File: src/rtl/seg_display_scheduler.sv
// Round-robin time-sharing of one 7-segment display among NUM_SRC nibble sources.
// A clock-enable prescaler paces the dwell timer; everything runs on clk.
//
// state | meaning
// IDLE  | no source valid, display dark
// SHOW  | displaying src_data[sel_idx], dwell timer running on ticks
// BLANK | display dark until the next tick, then advance to the next valid source
module seg_display_scheduler #(
  parameter int NUM_SRC     = 4,
  parameter int PRESCALE    = 1000,
  parameter int DWELL_TICKS = 8,
  localparam int SEL_W      = $clog2(NUM_SRC)
) (
  input  logic                 clk,
  input  logic                 rst_n,
  input  logic                 ena_i,
  input  logic [4*NUM_SRC-1:0] src_data_i,
  input  logic [NUM_SRC-1:0]   src_valid_i,
  input  logic                 hold_i,
  output logic [6:0]           seg_out_o,
  output logic [SEL_W-1:0]     sel_idx_o,
  output logic                 tick_out_o,
  output logic                 switch_pulse_o
);

  localparam int PW = $clog2(PRESCALE);
  localparam int DW = (DWELL_TICKS > 1) ? $clog2(DWELL_TICKS) : 1;
  localparam logic [PW-1:0] PRE_LAST   = PW'(PRESCALE - 1);
  localparam logic [DW-1:0] DWELL_LAST = DW'(DWELL_TICKS - 1);

  typedef enum logic [1:0] {IDLE, SHOW, BLANK} state_t;

  state_t           state_q, state_d;
  logic [PW-1:0]    pre_q, pre_d;
  logic [DW-1:0]    dwell_q, dwell_d;
  logic [SEL_W-1:0] sel_q, sel_d;
  logic [6:0]       seg_q, seg_d;
  logic             pulse_q, pulse_d;
  logic             tick;
  logic             others_valid;
  logic [SEL_W-1:0] lowest_idx, next_idx;
  logic [3:0]       nib [NUM_SRC];

  for (genvar i = 0; i < NUM_SRC; i++) begin : g_nib
    assign nib[i] = src_data_i[4*i +: 4];
  end

  function automatic logic [6:0] hex7(input logic [3:0] v);
    case (v)
      4'h0: hex7 = 7'h3F;  4'h1: hex7 = 7'h06;  4'h2: hex7 = 7'h5B;  4'h3: hex7 = 7'h4F;
      4'h4: hex7 = 7'h66;  4'h5: hex7 = 7'h6D;  4'h6: hex7 = 7'h7D;  4'h7: hex7 = 7'h07;
      4'h8: hex7 = 7'h7F;  4'h9: hex7 = 7'h6F;  4'hA: hex7 = 7'h77;  4'hB: hex7 = 7'h7C;
      4'hC: hex7 = 7'h39;  4'hD: hex7 = 7'h5E;  4'hE: hex7 = 7'h79;  default: hex7 = 7'h71;
    endcase
  endfunction

  // Next valid index strictly after sel, wrapping; falls back to sel itself when it is the only one.
  function automatic logic [SEL_W-1:0] next_valid(input logic [NUM_SRC-1:0] v,
                                                   input logic [SEL_W-1:0] sel);
    logic [SEL_W-1:0] cand;
    next_valid = sel;
    for (int k = NUM_SRC; k >= 1; k--) begin
      cand = SEL_W'((int'(sel) + k) % NUM_SRC);
      if (v[cand]) next_valid = cand;
    end
  endfunction

  // Prescaler tick and source-selection helpers.
  always_comb begin
    tick         = ena_i && (pre_q == PRE_LAST);
    pre_d        = pre_q;
    if (ena_i) pre_d = tick ? '0 : pre_q + PW'(1);
    others_valid = |(src_valid_i & ~(NUM_SRC'(1) << sel_q));
    lowest_idx   = '0;
    for (int i = NUM_SRC - 1; i >= 0; i--) begin
      if (src_valid_i[i]) lowest_idx = SEL_W'(i);
    end
    next_idx     = next_valid(src_valid_i, sel_q);
  end

  // Next-state, selection, dwell and registered-output decode.
  always_comb begin
    state_d = state_q;
    sel_d   = sel_q;
    dwell_d = dwell_q;
    case (state_q)
      IDLE: begin
        if (|src_valid_i) begin
          state_d = SHOW;
          sel_d   = lowest_idx;
          dwell_d = '0;
        end
      end
      SHOW: begin
        if (!src_valid_i[sel_q]) begin
          state_d = others_valid ? BLANK : IDLE;
          dwell_d = '0;
        end else if (tick && !hold_i) begin
          if (dwell_q == DWELL_LAST) begin
            dwell_d = '0;
            if (others_valid) state_d = BLANK;
          end else begin
            dwell_d = dwell_q + DW'(1);
          end
        end
      end
      BLANK: begin
        if (tick) begin
          if (|src_valid_i) begin
            state_d = SHOW;
            sel_d   = next_idx;
            dwell_d = '0;
          end else begin
            state_d = IDLE;
          end
        end
      end
      default: state_d = IDLE;
    endcase
    pulse_d = (state_d == SHOW) && (state_q != SHOW);
    seg_d   = (state_d == SHOW) ? hex7(nib[sel_d]) : 7'h00;
  end

  // State and output registers.
  always_ff @(posedge clk or negedge rst_n) begin
    if (!rst_n) begin
      state_q <= IDLE;
      pre_q   <= '0;
      dwell_q <= '0;
      sel_q   <= '0;
      seg_q   <= 7'h00;
      pulse_q <= 1'b0;
    end else begin
      state_q <= state_d;
      pre_q   <= pre_d;
      dwell_q <= dwell_d;
      sel_q   <= sel_d;
      seg_q   <= seg_d;
      pulse_q <= pulse_d;
    end
  end

  assign seg_out_o      = seg_q;
  assign sel_idx_o      = sel_q;
  assign tick_out_o     = tick;
  assign switch_pulse_o = pulse_q;

endmodule

File: config.mk
export PLATFORM = sky130hd
export DESIGN_NAME = seg_display_scheduler
export DESIGN_NICKNAME = d
export VERILOG_FILES = /design/src/rtl/seg_display_scheduler.sv
export SDC_FILE = /design/constraint.sdc
export NUM_CORES = 1
export LEC_CHECK = 0
export BUFFER_PORTS_ARGS = -buffer_cell sky130_fd_sc_hd__buf_4
export CAP_MARGIN = 40
export CORE_ASPECT_RATIO = 0.5
export CORE_MARGIN = 10
export CORE_UTILIZATION = 25
export CTS_CLUSTER_SIZE = 20
export DETAILED_ROUTE_END_ITERATION = 6
export SLEW_MARGIN = 30
export SYNTH_ARGS = -nofsm -noshare
export SYNTH_HDL_FRONTEND = slang
export SYNTH_SLANG_ARGS = --single-unit
File: constraint.sdc
create_clock -name clk -period 5 [get_ports clk]
set_input_delay 1 -clock clk [delete_from_list [all_inputs] [get_ports clk]]
set_output_delay 1 -clock clk [all_outputs]
set_load 0.005 [all_outputs]
### After elaboration in Yosys (flattened, before gate mapping)

Memory sizes are Yosys's and may differ from the RTL's.
Index checks and enable logic that the tools add are counted.

* register bits after elaboration: 25
* latch bits: 0
* bits in writable memories: 0
* memory bits (read-only): 112
* output and inout port bits: 11
* logic and storage cells: 82
* memories kept: 1

Memory list
* (no name shown): depth 16, width 7, read ports 1, clocked after Yosys merged registers in 0, wr ports 0, RTL line 49 `case (v)`

* $add $sub $neg: 6
* multiply operators: 0
* div/mod/pow operators: 0
* order comparisons: 6
* equality and inequality tests: 8
* shifts and indexed selects: 1
* muxes and demuxes: 42
* bitwise operators: 3
* reductions and logical operators: 9

Operators with widths (number)
* $mux 2: 18
* $lt 2x3->1 const B: 5
* $mux 3: 5
* $add 10x1->10 const B: 1
* $bmux 1 s2: 5
* $eq 10x10->1 const B: 1
* $mux 10: 1
* $pmux 3 s3: 1
* $bmux 4 s2: 1
* $mux 4: 2
* $reduce_or 4->1: 2
* $mux 7: 1
* $mux 1: 6
* $pmux 2 s3: 1
* $add 2x1->2 const B: 2
* $add 2x2->2 const B: 2
* $and 4x4->4: 1
* $eq 2x1->1 const B: 2
* $not 4->4: 1
* $pmux 2 s2: 1
* $shl 1x2->4 const A: 1
* $add 3x1->3 const B: 1
* $eq 3x3->1 const B: 1
* $ge 3x3->1 const B: 1
* 10 further kinds: 12

### Longest topological paths before layout

Gate-level depths: netlist (run 1).
An unclocked memory read counts as a cell.

* word-level depth: 16
* gate-level depth with buffers: 16
* depth with buffers taken out: 14

### Worst setup path before layout (run 1)

No wires, ideal clock.

* path type: input-to-reg
* start: input src_valid_i[0]
* end: register seg_q[6], in the netlist seg_out_o[6]
* setup time: 0.094 ns
* data arrival time: 3.693 ns
* required time: 4.906 ns
* slack: 1.214 ns
* stages: 11
* path buffers: 1
* cell sequence: clkbuf_1 > mux2_2 > a2111o_1 > or3_1 > o211a_4 > mux2_2 > mux2i_2 > inv_1 > ha_1 > mux2_4 > a221oi_2

* cells in the longest elaborated chain, start to end: 15

Ends and longest elaborated chain
* from (decl): RTL line 18 `input logic [NUM_SRC-1:0] src_valid_i,`
* $bmux 1 s2: RTL line 64 `if (v[cand]) next_valid = cand;`
* $mux 1 (not written as such): RTL line 64
* $mux 2 (4 in a row): RTL line 64
* $mux 2: RTL line 109 `if (|src_valid_i) begin`
* $mux 2: RTL line 108 `if (tick) begin`
* $pmux 2 s2: RTL line 86 `case (state_q)`
* $not 2->3 (not written as such): RTL line 121 `seg_d = (state_d == SHOW) ? hex7(nib[sel_d]) : 7'h00;`
* $bmux 4 s2: RTL line 121
* $mux 4 (not written as such) (2 in a row): RTL line 121
* $mem_v2 16x7
* $mux 7 *: RTL line 121
* named net seg_d[6]: RTL line 37 `logic [6:0] seg_q, seg_d;`
* to (signal assigned): RTL line 138 `seg_q <= seg_d;`
* to (decl): RTL line 37

Mark *: on every way through the listed nets, which the timed path passes. The rest lies on a longest branch. The select of a mux whose other input is x is not followed.
A chain may end at the register's enable or synchronous reset.

### Worst setup path in the final report (run 1)

* start: register sel_q[0], in the netlist sel_idx_o[0]
* end: register seg_q[6], in the netlist seg_out_o[6]

* cells in the longest elaborated chain, start to end: 16

Ends and longest elaborated chain
* from (decl): RTL line 36 `logic [SEL_W-1:0] sel_q, sel_d;`
* from (signal assigned): RTL line 137 `sel_q <= sel_d;`
* $add 2x1->2: RTL line 63 `cand = SEL_W'((int'(sel) + k) % NUM_SRC);`
* $bmux 1 s2: RTL line 64
* $mux 1 (not written as such): RTL line 64
* $mux 2 (4 in a row): RTL line 64
* $mux 2: RTL line 109
* $mux 2: RTL line 108
* $pmux 2 s2: RTL line 86
* $not 2->3 (not written as such): RTL line 121
* $bmux 4 s2: RTL line 121
* $mux 4 (not written as such) (2 in a row): RTL line 121
* $mem_v2 16x7
* $mux 7 *: RTL line 121
* named net seg_d[6]: RTL line 37

Marked as above.

==> flow_summary.yaml, run 1 <==
status:
  outcome: "completed"
route:
  drtAntennaViolNets: 0
  drt_iter0_drc: 59
  drt-total-wl_mm: 4.37
  first_pass_iters: 4
  routed_via_density: 4.83
  drc: 0
  wl_per_cell_microns: 13.4
  vias: 1571
layout:
  diodes: 0
  layout_commonest_cell: "buf_4"
  nNetsFinal: 267
  syn2layout_area_growth_pct: 22.1
  final_cell_mix: "buf_4 (34), dfrtp_1 (25), nor2_1 (20)"
  drive_above_1_share_pct: 27.1
pwr:
  power_frac_seq_pct: 25.7
  irDropWorstVdd_v: 0.000246
  clkPwrFrac_pct: 12.1
  sw_frac_of_total_pct: 43.5
  p_leak_nw: 1.03
  total_power_w: 0.00146
  p_comb_share_pct: 62.2
  net-switching-power_w: 0.000634
  intPower_w: 0.000823
  power-per-cell-area_mw_per_mm2: 636
worst_setup_path:
  cp.required_ps: 5170
  worstPathMaxFanout: 16
  startpoint_type: "flop"
  rrSetupSlack_ps: 990
  arrival_ps: 4180
  criticalPathCategory: "reg2reg"
  cp-end-kind: "flop"
clock_tree:
  clk_latency_ps: 260
  cts-root-buf: "clkbuf_16"
  clk_pin_slew_ps: 60
  cts_tree: "built"
  cts_resized: 0
  post_cts_buffers: 0
  cts_hold_buffers: 0
  numCtsBuffers: 3
  htree_levels: 1
  cts_max_path_buffers: 2
  clkSinkCount: 25
logic_synthesis:
  synth_top_family_by_area: "compound AO/OA/AOI/OAI gates"
  synthFlopType: "dfrtp_1"
  synth_mux_area_share_pct: 15.1
  syn_inst: 201
  synth_area_per_cell_sq_um: 9.33
  netlist_top_cells_area: "dfrtp_1 (33%), ha_1 (8.7%), mux2_2 (6.0%)"
  async_flop_share_pct: 100
  synth_top_area_share_pct: 33.4
  ys_types: 57
  postSynthNetCount: 238
  synth_warnings: 0
  synth_xor_area_share_pct: 3.27
  synth_compound_area_share_pct: 17.6
  synth-simple-area-share_pct: 15.9
  syn_area_sq_mm: 0.00188
  synth_area_leader_cell: "dfrtp_1"
  synth_fa_ha_area_share_pct: 8.67
  synth_edf_count: 0
  ys_seq_area_share_pct: 33.4
  synth-seq-cells: 25
global_routing:
  grt_max_degree: 26
  grt_pass1_vias: 1607
  grt_first_pass_wirelength_mm: 7.62
  antenna_found_initial: 0
  grt_use_total_pct: 7.86
  grt.overflow.total: 0
timing:
  hold-worst-slack_ps: 511
  rsz0062_at_grt: "no"
  min_period_over_period_pct: 80.2
  slew_violations: 0
  setup_tns_ps: 0
  setup_viol: 0
  hold_viol: 0
  fmax_mhz: 249
  fin_crit_ps: 4010
  slew_headroom_pct: 59.8
  skew_ps: 1.46
  worst_slew_pin_slew_ps: 597
job:
  max_cap_violations: 0
floorplanning:
  die_y_microns: 81.2
  initial_core_util_pct: 25.6
  coreArea_sq_mm: 0.00732
  dieArea_sq_mm: 0.0116
  io_pins: 35
  die_w_microns: 142
  rows: 22
placement:
  dpl.hpwl_mm: 3.50
  gp_congestion: 0.867
  numPortBuffers: 34
min_path:
  hold_path.class: "reg2reg"
-- critical path, cell delays in order (launching register included) --
cell	delay, ps
dfrtp_1	660
inv_1	140
ha_1	480
mux4_2	540
a221oi_1	310
o22a_1	450
mux2i_2	420
inv_1	160
ha_1	260
mux2_4	280
a221oi_2	210
-- final cells by class --
class	count	area, sq um
Fill cell	769	5030
Multi-Input combinational cell	147	1140
Sequential cell	25	626
Timing Repair Buffer	34	255
Tap cell	96	120
Clock buffer	3	75.1
Inverter	19	73.8
Clock inverter	1	5.00
-- registers in the layout, summed over array words and instances, names as in the netlist --
name	flops
state_q	2
switch_pulse_o	1
dwell_q	3
pre_q	10
seg_out_o	7
sel_idx_o	2
-- metrics by stage --
| step | util [%] | cell area (sq um) | std cells | setup slack, ps |
|---|---|---|---|---|
| floorplan | - | 1880 | 201 | 1210 |
| global placement | 30.2 | 2210 | 321 | 1110 |
| detailed placement | 30.2 | 2210 | 321 | 970 |
| CTS | 31.3 | 2290 | 325 | 995 |
| global route | 31.3 | 2290 | 325 | 719 |
| finish | 31.3 | 2290 | 325 | 988 |
-- logic make-up (layout without fill, tap and decap cells) --
group | after synthesis | after routing
xor gates and xnor gates | 7 | 7
buffers and inverters | 29 | 57
muxes | 22 | 22
and+or+nand+nor | 62 | 62
DFF | 25 | 25
AOI/OAI and AO/OA | 43 | 43
adders and majority gates | 13 | 13
-- routing by layer --
metal / wire, microns / global-route usage [%] / vias up
li1: - / - / 781
met1: 1940 / 9.50 / 753
met2: 2190 / 13.8 / 32
met3: 191 / 2.04 / 5
met4: 44 / 2.04 / 0
met5: 0 / 0 / -
-- power by group through the flow --
stage	clock network [W]	logic, W	registers [W]
6_report	0.000176	0.000906	0.000375
5_1_grt	0.000190	0.00102	0.000390
4_1_cts	0.000180	0.000913	0.000375
3_5_place_dp	0	0.000911	0.000378
3_3_place_gp	0	0.000887	0.000376
2_1_floorplan	0	0.000731	0.000335
-- cells in the mapped netlist, drive strengths merged (4+ instances only) --
| master | instances |
|---|---|
| nor2 | 21 |
| o21ai | 9 |
| mux2i | 8 |
| mux2 | 12 |
| a21oi | 5 |
| nand2 | 16 |
| nand4 | 4 |
| ha | 13 |
| clkbuf | 8 |
| xnor2 | 6 |
| nand3 | 4 |
| inv | 19 |
| dfrtp | 25 |
| a221oi | 4 |
-- final timing paths --
check / to / depth (start not counted) / from
worst max-delay path: seg_out_o[6] / 10 / sel_idx_o[0]
worst min-delay path: pre_q[4] / 1 / pre_q[4]
worst max register to register: seg_out_o[6] / 10 / sel_idx_o[0]
worst min register to register: pre_q[4] / 1 / pre_q[4]
max in group asynchronous: pre_q[9] / 1 / rst_n
min in group asynchronous: switch_pulse_o / 1 / rst_n
No activity file was read; power rests on OpenSTA's default activity.
==> run 2, diff against run 1 <==
--- a/config.mk
+++ b/config.mk
@@ -5,6 +5,7 @@
 export SDC_FILE = /design/constraint.sdc
 export NUM_CORES = 1
 export LEC_CHECK = 0
+export ABC_AREA = 1
 export BUFFER_PORTS_ARGS = -buffer_cell sky130_fd_sc_hd__buf_4
 export CAP_MARGIN = 40
 export CORE_ASPECT_RATIO = 0.5
==> constraint.sdc (replaced) <==
create_clock -name clk -period 3.5 [get_ports clk]
set_input_delay 0.7 -clock clk [delete_from_list [all_inputs] [get_ports clk]]
set_output_delay 0.7 -clock clk [all_outputs]
set_load 0.005 [all_outputs]
==> run 2 against run 1 <==
Against the previous run:
- setup slack got worse by 470 ps
- first-iteration DRC count up 120%
- synthesized area increased by 1.9%
- combinational power is 55% higher
- highest routed layer unchanged
- sequential power rose by 26%
- synthesized cell count grew 36%
- via count is 13% higher
==> flow_summary.yaml, run 2 <==
worst_setup_path:
  cpMaxStageDelayCell: "dfrtp_1"
  criticalPathCategory: "reg2reg"
  worstPathMaxFanout: 12
  startpoint_type: "flop"
  crit_chain: "inv_2 > ha_1 > inv_1 > nand3_1 > nand2_1 > inv_2 > nand2_1 > nand3_1 > nand3_4 > nand2_4 > nand2_1 > nand3_1 > nand2_1 > inv_1 > ha_1 > nand3b_1 > nand3_1 > nand2_1 > nor2_1"
  cpLargestDelayFamily: "simple AND/OR/NAND/NOR gates"
  cp-end-kind: "flop"
  cp_slowest_stage_delay_ps: 540
  path_common_cell: "nand2_1"
  arrival_ps: 3170
  crit_buf_inv: 4
  cp.required_ps: 3690
global_routing:
  antenna_found_initial: 0
  grt_use_total_pct: 7.96
  grt_pass1_vias: 1694
  grt_first_pass_wirelength_mm: 7.76
  grt_max_degree: 26
  grt.overflow.total: 0
route:
  wl_met3_microns: 220
  wl_per_cell_microns: 10.8
  met2WireLength_mm: 2.03
  top_layer: "met4"
  m1WireLength_mm: 2.08
  vias: 1776
  first_pass_iters: 4
  drt_iter0_drc: 128
  drt-total-wl_mm: 4.39
  drtAntennaViolNets: 0
  routed_via_density: 4.37
  drc: 0
timing:
  min_period_over_period_pct: 85.1
  worst_slew_pin_slew_ps: 539
  setup_viol: 0
  fin_ws_ps: 521
  fmax_mhz: 336
  rsz0062_at_grt: "no"
  hold_viol: 0
  skew_ps: 7.87
  hold-worst-slack_ps: 326
  slew_headroom_pct: 63.7
  slew_violations: 0
  fin_crit_ps: 2980
  setup_tns_ps: 0
pwr:
  net-switching-power_w: 0.00106
  power_frac_seq_pct: 22.2
  clkPwrFrac_pct: 11.8
  p_comb_share_pct: 66.0
  sw_frac_of_total_pct: 49.8
  p_leak_nw: 1.26
  irDropWorstVdd_v: 0.000230
  power-per-cell-area_mw_per_mm2: 902
  intPower_w: 0.00107
logic_synthesis:
  synth_area_per_cell_sq_um: 7.00
  synth_area_leader_cell: "dfrtp_1"
  ys_seq_area_share_pct: 32.7
  yosysMostFrequentCell: "nand2_1"
  netlist_top_cells_area: "dfrtp_1 (33%), nand2_1 (13%), nand3_1 (8.9%)"
  synth_warnings: 0
  syn_area_sq_mm: 0.00191
  postSynthNetCount: 310
  synth_common_cells: "nand2_1 (68), inv_1 (41), nand3_1 (34), dfrtp_1 (25), nor2_1 (23)"
  syn_inst: 273
  synth_top_area_share_pct: 32.7
  async_flop_share_pct: 100
  synth_edf_count: 0
  ys_types: 28
  synth-seq-cells: 25
  synthFlopType: "dfrtp_1"
clock_tree:
  cts_hold_buffers: 0
  post_cts_buffers: 0
  cts-root-buf: "clkbuf_16"
  cts_max_path_buffers: 2
  clk_latency_ps: 260
  numCtsBuffers: 3
  cts_resized: 0
  clkSinkCount: 25
  cts_tree: "built"
  htree_levels: 1
  clk_pin_slew_ps: 60
placement:
  dpl.hpwl_mm: 3.53
  dp.cells: 402
  numPortBuffers: 34
  gp_congestion: 0.796
  dp_slack_ps: 526
layout:
  largest_reg_flops: 10
  syn2layout_area_growth_pct: 23.2
  post-route-util_pct: 31.9
  regMostFlops: "pre_q"
  nFillCells: 780
  layout_commonest_cell: "nand2_1"
  fin_cells: 406
  diodes: 0
  nNetsFinal: 348
  final_cell_mix: "nand2_1 (68), inv_1 (41), nand3_1 (34), buf_4 (34), dfrtp_1 (25)"
  drive_above_1_share_pct: 20.3
status:
  outcome: "completed"
floorplanning:
  dieArea_sq_mm: 0.0118
  coreArea_sq_mm: 0.00738
  initial_core_util_pct: 25.9
  die_y_microns: 81.8
  rows: 22
  die_w_microns: 144
  io_pins: 35
min_path:
  hold_path.class: "in2async"
job:
  max_cap_violations: 0
-- run 2: changes by cell type after synthesis, moves of 6 or more --
cell      delta
mux2i_1      -6
nand2_2     +10
inv_1       +24
o21ai_0      +7
xnor2_1      -6
clkbuf_1     -8
nand2_1     +52
mux2_2      -10
nand3_1     +30
-- run 2: cell families (layout without fill, tap and decap cells) --
group / Yosys count / count (layout) / share of synthesized area, %
adders and majority gates: 13 / 13 / 8.51
AOI/OAI and AO/OA: 35 / 35 / 10.3
DFF: 25 / 25 / 32.7
and+or+nand+nor: 153 / 153 / 38.5
buffers and inverters: 47 / 84 / 9.88
-- run 2: worst paths after layout --
kind / from / endpoint / slack, ps / cells past startpoint
setup reg to reg: sel_idx_o[0] / seg_out_o[3] / 520 / 19
min in group clk: dwell_q[2] / dwell_q[2] / 500 / 2
setup / recovery: sel_idx_o[0] / seg_out_o[3] / 520 / 19
max in group asynchronous: rst_n / sel_idx_o[1] / 2920 / 1
hold reg to reg: dwell_q[2] / dwell_q[2] / 500 / 2
hold / removal: rst_n / pre_q[1] / 330 / 1
-- run 2: area by class of cell --
cell class	count	area, sq um	share of cell area (%)
Clock buffer	4	78.8	3.35
Inverter	46	178	7.55
Multi-Input combinational cell	201	1100	46.6
Sequential cell	25	626	26.6
Tap cell	96	120	5.10
Timing Repair Buffer	34	255	10.8
-- run 2: power groups by stage --
stage	Sequential [W]	Clock, W	Combinational, W
after floorplan	0.000470	0	0.00108
after global placement	0.000477	0	0.00141
after detailed placement	0.000479	0	0.00140
after CTS	0.000473	0.000260	0.00141
after global routing	0.000489	0.000272	0.00164
final	0.000472	0.000251	0.00140
-- run 2: through the flow --
step / power, W / instance area [sq um]
3_3_place_gp: 0.00189 / 2280
4_1_cts: 0.00214 / 2350
3_5_place_dp: 0.00188 / 2280
6_report: 0.00212 / 2350
2_1_floorplan: 0.00155 / 1910
5_1_grt: 0.00240 / 2350
-- run 2: layer usage --
layer	vias to the layer above	global-route usage [%]
li1	949	-
met1	793	9.78
met2	29	13.6
met3	5	2.25
met4	0	2.13
met5	-	0
